--- src/rtl/wb_pkg.sv ---
// Shared widths, source encoding and request record for the write-back port arbiter.
package wb_pkg;

  localparam int DATA_W = 32;
  localparam int ADDR_W = 5;
  localparam int NREGS  = 32;

  localparam logic SRC_ALU = 1'b0;
  localparam logic SRC_MEM = 1'b1;

  typedef struct packed {
    logic [ADDR_W-1:0] rd;
    logic [DATA_W-1:0] data;
  } wb_req_t;

  function automatic logic other_src(input logic src);
    return ~src;
  endfunction

endpackage

--- src/rtl/wb_hold_slot.sv ---
// One-entry valid/ready holding register. A drain on the same edge as a new
// handshake lets the slot refill without a bubble.
module wb_hold_slot #(
  parameter int DATA_W = 32,
  parameter int ADDR_W = 5
) (
  input  logic              clk,
  input  logic              rst_n,
  input  logic              in_valid,
  output logic              in_ready,
  input  logic [ADDR_W-1:0] in_rd,
  input  logic [DATA_W-1:0] in_data,
  input  logic              drain,
  output logic              slot_v,
  output logic [ADDR_W-1:0] slot_rd,
  output logic [DATA_W-1:0] slot_data
);

  logic              v_q, v_d;
  logic [ADDR_W-1:0] rd_q, rd_d;
  logic [DATA_W-1:0] data_q, data_d;

  always_comb begin
    in_ready = rst_n && (!v_q || drain);
    v_d      = v_q;
    rd_d     = rd_q;
    data_d   = data_q;
    if (in_valid && in_ready) begin
      v_d    = 1'b1;
      rd_d   = in_rd;
      data_d = in_data;
    end else if (drain) begin
      v_d = 1'b0;
    end
  end

  always_ff @(posedge clk) begin
    if (!rst_n) begin
      v_q    <= 1'b0;
      rd_q   <= '0;
      data_q <= '0;
    end else begin
      v_q    <= v_d;
      rd_q   <= rd_d;
      data_q <= data_d;
    end
  end

  assign slot_v    = v_q;
  assign slot_rd   = rd_q;
  assign slot_data = data_q;

endmodule

--- src/rtl/wb_port_arbiter.sv ---
// Shares the register file's single write port between the ALU and load result
// slots round-robin, and exports which registers still have a write in flight.
module wb_port_arbiter #(
  parameter int DATA_W = wb_pkg::DATA_W,
  parameter int ADDR_W = wb_pkg::ADDR_W,
  parameter int NREGS  = wb_pkg::NREGS
) (
  input  logic              clk,
  input  logic              rst_n,
  input  logic              alu_valid,
  output logic              alu_ready,
  input  logic [ADDR_W-1:0] alu_rd,
  input  logic [DATA_W-1:0] alu_data,
  input  logic              mem_valid,
  output logic              mem_ready,
  input  logic [ADDR_W-1:0] mem_rd,
  input  logic [DATA_W-1:0] mem_data,
  output logic              regWriteControl,
  output logic [ADDR_W-1:0] writeRegAddress,
  output logic [DATA_W-1:0] writeRegData,
  output logic [NREGS-1:0]  pending,
  output logic              last_grant
);
  import wb_pkg::*;

  logic              alu_v, mem_v;
  logic [ADDR_W-1:0] alu_rd_s, mem_rd_s;
  logic [DATA_W-1:0] alu_data_s, mem_data_s;
  logic              grant_alu, grant_mem, any_grant, grant_src;
  logic [ADDR_W-1:0] sel_rd;
  logic [DATA_W-1:0] sel_data;

  logic              prio_q, prio_d;
  logic              wr_en_q, wr_en_d;
  logic [ADDR_W-1:0] wr_addr_q, wr_addr_d;
  logic [DATA_W-1:0] wr_data_q, wr_data_d;
  logic              last_grant_q, last_grant_d;

  wb_hold_slot #(.DATA_W(DATA_W), .ADDR_W(ADDR_W)) u_alu_slot (
    .clk       (clk),
    .rst_n     (rst_n),
    .in_valid  (alu_valid),
    .in_ready  (alu_ready),
    .in_rd     (alu_rd),
    .in_data   (alu_data),
    .drain     (grant_alu),
    .slot_v    (alu_v),
    .slot_rd   (alu_rd_s),
    .slot_data (alu_data_s)
  );

  wb_hold_slot #(.DATA_W(DATA_W), .ADDR_W(ADDR_W)) u_mem_slot (
    .clk       (clk),
    .rst_n     (rst_n),
    .in_valid  (mem_valid),
    .in_ready  (mem_ready),
    .in_rd     (mem_rd),
    .in_data   (mem_data),
    .drain     (grant_mem),
    .slot_v    (mem_v),
    .slot_rd   (mem_rd_s),
    .slot_data (mem_data_s)
  );

  // The pointer always ends up on the source not just served, which covers
  // both the contended flip and the uncontended hand-over.
  always_comb begin
    grant_alu    = alu_v && (!mem_v || prio_q == SRC_ALU);
    grant_mem    = mem_v && (!alu_v || prio_q == SRC_MEM);
    any_grant    = grant_alu || grant_mem;
    grant_src    = grant_mem ? SRC_MEM : SRC_ALU;
    sel_rd       = grant_mem ? mem_rd_s : alu_rd_s;
    sel_data     = grant_mem ? mem_data_s : alu_data_s;

    prio_d       = prio_q;
    wr_en_d      = 1'b0;
    wr_addr_d    = wr_addr_q;
    wr_data_d    = wr_data_q;
    last_grant_d = last_grant_q;
    if (any_grant) begin
      prio_d       = other_src(grant_src);
      wr_en_d      = (sel_rd != '0);
      wr_addr_d    = sel_rd;
      wr_data_d    = sel_data;
      last_grant_d = grant_src;
    end
  end

  always_ff @(posedge clk) begin
    if (!rst_n) begin
      prio_q       <= SRC_MEM;
      wr_en_q      <= 1'b0;
      wr_addr_q    <= '0;
      wr_data_q    <= '0;
      last_grant_q <= SRC_ALU;
    end else begin
      prio_q       <= prio_d;
      wr_en_q      <= wr_en_d;
      wr_addr_q    <= wr_addr_d;
      wr_data_q    <= wr_data_d;
      last_grant_q <= last_grant_d;
    end
  end

  assign regWriteControl = wr_en_q;
  assign writeRegAddress = wr_addr_q;
  assign writeRegData    = wr_data_q;
  assign last_grant      = last_grant_q;

  // r0 is hard-wired, so it never reports a write in flight.
  for (genvar gi = 0; gi < NREGS; gi++) begin : g_pending
    if (gi == 0) begin : g_zero
      assign pending[gi] = 1'b0;
    end else begin : g_reg
      assign pending[gi] = (alu_v && alu_rd_s == ADDR_W'(gi)) ||
                           (mem_v && mem_rd_s == ADDR_W'(gi)) ||
                           (wr_en_q && wr_addr_q == ADDR_W'(gi));
    end
  end

endmodule
--- config.mk ---
export PLATFORM = sky130hd
export DESIGN_NAME = wb_port_arbiter
export DESIGN_NICKNAME = d
export VERILOG_FILES = /design/src/rtl/wb_pkg.sv /design/src/rtl/wb_hold_slot.sv /design/src/rtl/wb_port_arbiter.sv
export SDC_FILE = /design/constraint.sdc
export NUM_CORES = 1
export LEC_CHECK = 0
export BUFFER_PORTS_ARGS = -buffer_cell sky130_fd_sc_hd__buf_4
export CAP_MARGIN = 5
export CORE_MARGIN = 2
export CORE_UTILIZATION = 23
export CTS_CLUSTER_DIAMETER = 60
export DETAILED_ROUTE_END_ITERATION = 12
export SLEW_MARGIN = 10
export SYNTH_ARGS = -nofsm -noshare
export SYNTH_HDL_FRONTEND = slang
export SYNTH_HIERARCHICAL = 1
export SYNTH_SLANG_ARGS = --single-unit
--- constraint.sdc ---
create_clock -name clk -period 2.5 [get_ports clk]
set_input_delay 0.25 -clock clk [delete_from_list [all_inputs] [get_ports clk]]
set_output_delay 0.25 -clock clk [all_outputs]
set_load 0.02 [all_outputs]
### Word level (Yosys, flattened, before mapping)

Index checks and enable logic that the tools add are counted.

| storage, ports and cells | value |
|---|---|
| register bits after elaboration | 116 |
| input bits | 78 |
| logic and storage cells | 285 |
| output and inout bits | 73 |

| operators by class | value |
|---|---|
| reduce and logical (&&, ||, !) cells | 172 |
| bitwise operators | 2 |
| multiplexer cells | 7 |
| equal/unequal tests | 93 |

Operator list:

| kind | number |
|---|---|
| equality test 5 bit (second input constant) | 48 |
| equality test 5 x 4 -> 1 bit (second input constant) | 24 |
| logical AND 1 bit | 99 |
| logical OR 1 bit | 67 |
| equality test 5 x 3 -> 1 bit (second input constant) | 12 |
| two-way mux 32 bit | 1 |
| equality test 5 x 2 -> 1 bit (second input constant) | 6 |
| equality test 5 x 1 -> 1 bit (second input constant) | 3 |
| two-way mux 1 bit | 5 |
| two-way mux 5 bit | 1 |
| nonzero test 5 bit | 1 |
| nonzero test 2 bit | 2 |
| logical NOT 1 bit | 2 |
| inverter 1 bit | 2 |
| AND reduction 2 bit | 1 |

### Depth between registers and ports, before layout

Gate-level depths: netlist of the first run.

| depth | value |
|---|---|
| word-level depth | 7 |
| depth in mapped cells | 11 |
| mapped depth without buffers | 6 |

### Modules after synthesis

The synthesis of the first run kept the hierarchy.

Modules (own cells, without submodules):

| module | times used | cells each | area each (µm²) | sequential area each (µm²) |
|---|---|---|---|---|
| wb_hold_slot | 2 | 166 | 1566.5 | 760.7 |
| wb_port_arbiter | 1 | 342 | 2997.9 | 800.8 |

### Worst setup path before layout of the first run

No wires, ideal clock.

| timing path | value |
|---|---|
| path kind | register to register |
| from | reg u_alu_slot.v_q (netlist: u_alu_slot/slot_v) |
| to | reg u_mem_slot.data_q[0] (netlist: u_mem_slot/slot_data[0]) |
| data arrival time | 1662 ps |
| required time | 2382 ps |
| stages on the path, launching flop included | 12 |
| path slack | 720 ps |
| clock period less this slack | 1780 ps |
| path buffers | 5 |
| library setup time | 118 ps |
| cells stage by stage | dfxtp_1 buf_2 nand2b_1 buf_4 nand2_2 buf_4 inv_1 nand2b_4 and2_4 buf_12 buf_12 mux2i_1 |

| between the ends | value |
|---|---|
| cells in the longest elaborated chain, start to end | 6 |

Ends and longest elaborated chain:

| what | RTL line | text |
|---|---|---|
| from (decl) | wb_hold_slot.sv:19 | `logic v_q, v_d;` |
| from (signal assigned) | wb_hold_slot.sv:43 | `v_q <= v_d;` |
| logical NOT 1 bit | wb_port_arbiter.sv:69 | `grant_mem = mem_v && (!alu_v \|\| prio_q == SRC_MEM);` |
| logical OR 1 bit | wb_port_arbiter.sv:69 |  |
| logical AND 1 bit | wb_port_arbiter.sv:69 |  |
| named net grant_mem | wb_port_arbiter.sv:29 | `logic grant_alu, grant_mem, any_grant, grant_src;` |
| logical OR 1 bit | wb_hold_slot.sv:24 | `in_ready = rst_n && (!v_q \|\| drain);` |
| logical AND 1 bit | wb_hold_slot.sv:24 |  |
| logical AND 1 bit | wb_hold_slot.sv:28 | `if (in_valid && in_ready) begin` |
| to (signal assigned) | wb_hold_slot.sv:45 | `data_q <= data_d;` |
| to (decl) | wb_hold_slot.sv:21 | `logic [DATA_W-1:0] data_q, data_d;` |

The timed path passes the listed nets, and every way through them passes these cells.
A chain may end at the register's enable or synchronous reset.

### Worst setup path after layout of the first run

| timing path | value |
|---|---|
| from | reg u_alu_slot.rd_q[2] (netlist: u_alu_slot/slot_rd[2]) |
| to | out pending[10] |

| between the ends | value |
|---|---|
| cells in the longest elaborated chain, start to end | 4 |

Ends and longest elaborated chain:

| what | RTL line | text |
|---|---|---|
| from (decl) | wb_hold_slot.sv:20 | `logic [ADDR_W-1:0] rd_q, rd_d;` |
| from (signal assigned) | wb_hold_slot.sv:44 | `rd_q <= rd_d;` |
| equality test 5 x 4 -> 1 bit | wb_port_arbiter.sv:115 | `assign pending[gi] = (alu_v && alu_rd_s == ADDR_W'(gi)) \|\|` |
| logical AND 1 bit | wb_port_arbiter.sv:115 |  |
| logical OR 1 bit | wb_port_arbiter.sv:115 |  |
| logical OR 1 bit | wb_port_arbiter.sv:116 | `(mem_v && mem_rd_s == ADDR_W'(gi)) \|\|` |
| to (decl) | wb_port_arbiter.sv:21 | `output logic [NREGS-1:0] pending,` |

Every way passes these cells.

==> results by group, run 1 <==
Clock network
  • Clock latency on the worst-skew pair: 0.41 ns
  • CTS Buf Count: 17
  • Hold_buf cts: 0
  • CTS sink cnt: 116
  • Postcts setup bufs: 0
  • H-Tree Depth: 4
  • Clock-pin slew on the worst setup and hold paths: 0.05 ns
  • CTS Buffer Depth: 2
  • CTS tree: yes
  • Post_cts resized: 0
  • Clk root buf: clkbuf_16

Final layout
  • ANT cells: 0
  • Leading cell types in the layout, fill and taps excluded: nand2_1 (207), buf_4 (162), dfxtp_1 (113)
  • Fraction of layout cells with a size suffix above 1: 0.305
  • Finished Cell Area: 7980 um2
  • Fin nets: 874
  • Final core utilization: 0.305
  • Final Non-Filler Cells: 1142
  • Area grow syn2layout: 30.1%
  • # fillers: 2790
  • Most common cell after layout, fill and taps aside: nand2_1

Floorplanning
  • Die Ht: 167 um
  • Die area: 28000 um2
  • Core footprint: 26100 um2
  • Chip width: 167 um
  • Top-Level Pins: 151
  • Row cnt: 59
  • Initial Util: 0.235

Timing
  • Min cycle time layout: 2.25 ns
  • Slew headroom: 0.520
  • Hold Slack: 0.0938 ns
  • Final setup TNS: 0 ns
  • Setup violations, final: 0
  • RSZ-0062 raised after global routing: no
  • Final WS setup: 0.250 ns
  • Clock skew: 0.00635 ns
  • Peak Freq: 444 MHz
  • Max-slew violation count: 0
  • Fin crit share: 0.900
  • Slew @ Worst Pin: 0.718 ns
  • Endpoints failing hold: 0

Setup path
  • Critical path class: reg -> out
  • Critical Path Source Type: register
  • Reg2reg start: prio_q
  • Number of cells on the worst reg-to-reg path: 5
  • R2r endpoint: u_alu_slot/slot_data[18]
  • Arr. time, crit path: 2.00 ns
  • Buf/Inv on CP: 2
  • Crit-path leading delay family: flip-flops
  • Crit-path max cell delay: 0.63 ns
  • Critical Path End Type: primary output
  • Worst path slowest cell: dfxtp_1
  • Reg2reg setup slack: 0.50 ns
  • Critical path depth: 4
  • Worst Path Max Fanout: 14
  • Cells along the critical path: and4bb_4 -> a222oi_1 -> inv_1 -> buf_4
  • Worst path required time: 2.25 ns

Global route
  • Pin count of the biggest net entering global routing: 79
  • Global route total overflow: 0
  • Vias in the first global route: 5153
  • Wire length of the first global-routing pass: 29.2 mm
  • GRT Util Overall: 0.132
  • Initial antenna violation count: 0

Yosys
  • YS warnings: 6
  • Main synth FF type: dfxtp_1
  • Synth Area per Inst: 9.10 um2
  • Sequential area share after synthesis: 0.379
  • Count of different cell masters after synthesis: 44
  • Syn Std Cell Area: 6130 um2
  • Cells after synthesis: 674
  • Number of synthesized flops with an enable pin: 0
  • Synth Register Bits: 116
  • Synth Net Count: 752
  • Synth async-reset ratio: 0

Run status
  • Status: complete, but fails checks
  • Failing checks: DRC

Run
  • Max-Cap Viols: 0

Placement
  • Placed Area: 7390 um2
  • Pre-CTS setup slack: 0.473 ns
  • Final GP Congestion: 0.862
  • Port bufs: 149
  • Dpl cells: 1112
  • Dpl hpwl: 13.1 mm

Worst hold path
  • Hold Startpoint: mem_data[9]
  • Worst hold path type: in -> reg
  • WHS Endpoint: u_mem_slot/slot_data[9]
  • Hold path cells: 3

Power
  • Pwr Density: 681 nW/um2
  • Final Power: 5.43 mW
  • VDD IR max: 448 uV
  • P_leak: 3.52 nW

Routing
  • # DRC: 8
  • First-pass iteration count of the detailed router: 12
  • 1st-iter DRT viols: 538
  • Via density: 4.73
  • Drt total wl: 19.0 mm
  • DRT antenna net count: 0
  • Routed len/inst: 16.6 um
  • Total vias in the final route: 5396
==> worst max path at each step <==
stage / from / to / slack (ns)
floorplan: u_alu_slot/slot_v / u_mem_slot/slot_data[0] / 0.72
global placement: prio_q / u_alu_slot/slot_data[11] / 0.57
detailed placement: prio_q / u_alu_slot/slot_data[4] / 0.47
CTS: u_alu_slot/slot_rd[2] / pending[10] / 0.23
global route: u_alu_slot/slot_rd[2] / pending[10] / 0.17
finish: u_alu_slot/slot_rd[2] / pending[10] / 0.25
==> metal layers <==
metal	global-route usage	vias up	share of wire
li1	-	2652	-
met1	0.178	2536	0.46
met2	0.208	192	0.45
met3	0.0395	16	0.073
met4	0.0340	0	0.0097
met5	0	-	0
==> sequential cells by signal, summed over array words and instances (netlist names) <==
signal                flops
u_alu_slot/slot_data     32
u_mem_slot/slot_data     32
writeRegData             32
u_alu_slot/slot_rd        5
u_mem_slot/slot_rd        5
writeRegAddress           5
last_grant                1
prio_q                    1
regWriteControl           1
u_alu_slot/slot_v         1
u_mem_slot/slot_v         1
==> cells in the mapped netlist, types with 6 or more instances <==
master | number | area share
buf_4 | 7 | 0.0086
mux2_2 | 30 | 0.055
inv_1 | 9 | 0.0055
o221a_1 | 29 | 0.053
nand2_1 | 207 | 0.13
a31oi_1 | 6 | 0.0061
nor2b_1 | 8 | 0.0082
mux2i_1 | 74 | 0.12
nand3_1 | 6 | 0.0049
o21ai_0 | 13 | 0.011
clkbuf_1 | 27 | 0.017
and4b_1 | 9 | 0.015
dfxtp_1 | 116 | 0.38
a32oi_1 | 9 | 0.013
o31a_1 | 30 | 0.043
buf_12 | 8 | 0.026
a22oi_1 | 20 | 0.024
and4bb_2 | 7 | 0.014
buf_2 | 16 | 0.013
==> cell families after synthesis <==
kind of cell	Yosys count	share of synthesized area
AOI/OAI and AO/OA	118	0.165
DFF	116	0.379
other	1	0.000612
buffers and inverters	70	0.0729
and+or+nand+nor	265	0.207
muxes	104	0.176
==> final cells by class <==
class | instances | area [um2] | area share
clock buffers | 20 | 457 | 0.0572
clock inverters | 10 | 133 | 0.0166
inverters | 9 | 33.8 | 0.00423
multi-input cells | 488 | 3360 | 0.421
flip-flops and latches | 116 | 2330 | 0.292
well taps | 335 | 419 | 0.0525
repair buffers | 164 | 1250 | 0.156
==> worst min-delay path, cell delays in order <==
cell,delay (ns)
buf_4,0.11
nand2_1,0.04
mux2i_1,0.05
==> where the power goes <==
part	total [mW]	switching [mW]	internal [mW]	leakage (nW)
Clock	2.44	0.840	1.60	0.284
Sequential	2.13	0.134	1.99	0.955
Combinational	0.867	0.460	0.407	2.28
Total	5.43	1.43	4.00	3.52
Power figures use the tool's default switching activity.
==> run 2: changes to the inputs <==
--- a/config.mk
+++ b/config.mk
@@ -7,10 +7,13 @@
 export LEC_CHECK = 0
 export BUFFER_PORTS_ARGS = -buffer_cell sky130_fd_sc_hd__buf_4
 export CAP_MARGIN = 5
+export CELL_PAD_IN_SITES_DETAIL_PLACEMENT = 1
+export CELL_PAD_IN_SITES_GLOBAL_PLACEMENT = 1
 export CORE_MARGIN = 2
 export CORE_UTILIZATION = 23
 export CTS_CLUSTER_DIAMETER = 60
 export DETAILED_ROUTE_END_ITERATION = 12
+export PLACE_DENSITY_LB_ADDON = 0.1
 export SLEW_MARGIN = 10
 export SYNTH_ARGS = -nofsm -noshare
 export SYNTH_HDL_FRONTEND = slang
==> results by group, run 2 (synthesized netlist as in run 1, its figures left out) <==
Clock network
  • Clock-pin slew on the worst setup and hold paths: 0.06 ns (about the same)
  • CTS tree: yes
  • Post_cts resized: 0 (unchanged)
  • CTS Buffer Depth: 2 (unchanged)
  • Clock latency on the worst-skew pair: 0.42 ns (about the same)
  • Postcts setup bufs: 0 (unchanged)
  • Clk root buf: clkbuf_16
  • CTS Buf Count: 17 (unchanged)
  • CTS sink cnt: 116 (unchanged)
  • Hold_buf cts: 0 (unchanged)
  • H-Tree Depth: 4 (unchanged)

Power
  • Logic pwr share: 0.163 (+0.003)
  • Cell-internal power: 3.89 mW (-2.7%)
  • Clock Power Share: 0.442 (-0.007)
  • P_leak: 3.52 nW (about the same)
  • P_sw: 1.51 mW (+5.6%)
  • Sw Ratio: 0.280 (+0.0162)
  • Pwr Density: 676 nW/um2 (-0.69%)
  • VDD IR max: 302 uV (-32%)
  • Seq pwr share: 0.395 (+0.004)

Timing
  • Slew @ Worst Pin: 0.671 ns (-0.0476 ns)
  • Min cycle time layout: 2.29 ns (+0.0451 ns)
  • Setup violations, final: 0 (unchanged)
  • RSZ-0062 raised after global routing: no
  • Final setup TNS: 0 ns (unchanged)
  • Fin crit share: 0.918 (+0.0180)
  • Final WS setup: 0.205 ns (-0.0451 ns)
  • Clock skew: 0.00831 ns (+0.00196 ns)
  • Peak Freq: 436 MHz (-2.0%)
  • Slew headroom: 0.552 (+0.0318)
  • Endpoints failing hold: 0 (unchanged)
  • Max-slew violation count: 0 (unchanged)

Floorplanning
  • Die area: 28000 um2 (unchanged)
  • Row cnt: 59 (unchanged)
  • Core footprint: 26100 um2 (unchanged)
  • Initial Util: 0.235 (unchanged)
  • Top-Level Pins: 151 (unchanged)
  • Die Ht: 167 um (unchanged)
  • Chip width: 167 um (unchanged)

Final layout
  • Most common cell after layout, fill and taps aside: nand2_1
  • Fin nets: 874 (unchanged)
  • Leading cell types in the layout, fill and taps excluded: nand2_1 (207), buf_4 (160), dfxtp_1 (113)
  • ANT cells: 0 (unchanged)
  • Fraction of layout cells with a size suffix above 1: 0.307 (+0.00172)
  • Area grow syn2layout: 30.3%

Setup path
  • Reg2reg start: u_alu_slot/slot_v
  • Worst Path Max Fanout: 21 (+7)
  • Crit path from: u_alu_slot/slot_v
  • Critical path class: reg -> out
  • Critical Path End Type: primary output
  • Arr. time, crit path: 2.04 ns (+0.04 ns)
  • Critical Path Source Type: register
  • Worst path required time: 2.25 ns (about the same)

Global route
  • Initial antenna violation count: 1 (+1)
  • Vias in the first global route: 5887 (+14%)
  • Global route total overflow: 0 (unchanged)
  • Wire length of the first global-routing pass: 33.2 mm (+14%)
  • Pin count of the biggest net entering global routing: 63 (-20%)
  • GRT Util Overall: 0.151 (+0.0181)

Routing
  • Routed len/inst: 18.3 um (+11%)
  • Total vias in the final route: 5468 (+1.3%)
  • First-pass iteration count of the detailed router: 8 (-4)
  • 1st-iter DRT viols: 282 (-48%)
  • DRT antenna net count: 0 (unchanged)
  • Drt total wl: 21.0 mm (+11%)
  • Via density: 4.78 (+1.2%)
  • # DRC: 11 (+3)

Placement
  • Dpl hpwl: 14.7 mm (+12%)
  • Port bufs: 149 (unchanged)
  • Pre-CTS setup slack: 0.456 ns (-0.0170 ns)
  • Final GP Congestion: 0.753 (-13%)

Run status
  • Failing checks: DRC
  • Status: complete, but fails checks

Worst hold path
  • Hold Startpoint: mem_data[8]
  • Worst hold path type: in -> reg

Run
  • Max-Cap Viols: 0 (unchanged)
run 2: layout make-up:
| class | instances | area [um2] |
|---|---|---|
| Sequential cell | 116 | 2330 |
| Timing Repair Buffer | 164 | 1270 |
| Multi-Input combinational cell | 488 | 3360 |
| Inverter | 9 | 33.8 |
| Tap cell | 335 | 419 |
| Clock inverter | 13 | 134 |
| Fill cell | 3062 | 18100 |
| Clock buffer | 19 | 443 |
run 2: final timing paths:
| kind | end | slack [ns] | cells past startpoint |
|---|---|---|---|
| worst max register to register | writeRegData[14] | 0.51 | 6 |
| worst min-delay path | u_mem_slot/slot_data[8] | 0.08 | 3 |
| worst max-delay path | pending[3] | 0.21 | 5 |
| worst min register to register | u_mem_slot/slot_data[15] | 0.46 | 2 |
run 2: worst max-delay path: stages (launching register included):
cell,delay (ns)
dfxtp_2,0.45
buf_4,0.36
nor4b_2,0.38
a32oi_1,0.16
nand2_1,0.13
buf_4,0.15
run 2: per-layer routing:
| metal | wire length (um) | vias up | share of wire | track usage |
|---|---|---|---|---|
| li1 | - | 2664 | - | - |
| met1 | 9660 | 2668 | 0.46 | 0.194 |
| met2 | 10200 | 119 | 0.49 | 0.257 |
| met3 | 904 | 15 | 0.043 | 0.0314 |
| met4 | 169 | 2 | 0.0081 | 0.0389 |
| met5 | 16 | - | 0.00076 | 0 |
run 2: metrics by stage:
stage / std cells / util / hold slack, ns / area (um2) / total power [mW]
finish: 1144 / 0.306 / 0.0839 / 7990 / 5.40
global route: 1144 / 0.306 / 0.0757 / 7990 / 5.66
CTS: 1144 / 0.306 / 0.0669 / 7990 / 5.49
detailed placement: 1112 / 0.284 / 0.451 / 7410 / 3.08
global placement: 1112 / 0.284 / 0.448 / 7410 / 3.05
floorplan: 674 / - / 0.389 / 6130 / 2.72
run 2: power groups by stage:
stage	clock network [mW]	registers, mW	logic, mW
2_1_floorplan	0	2.17	0.545
3_3_place_gp	0	2.17	0.880
3_5_place_dp	0	2.18	0.900
4_1_cts	2.45	2.14	0.902
5_1_grt	2.54	2.16	0.964
6_report	2.39	2.13	0.883
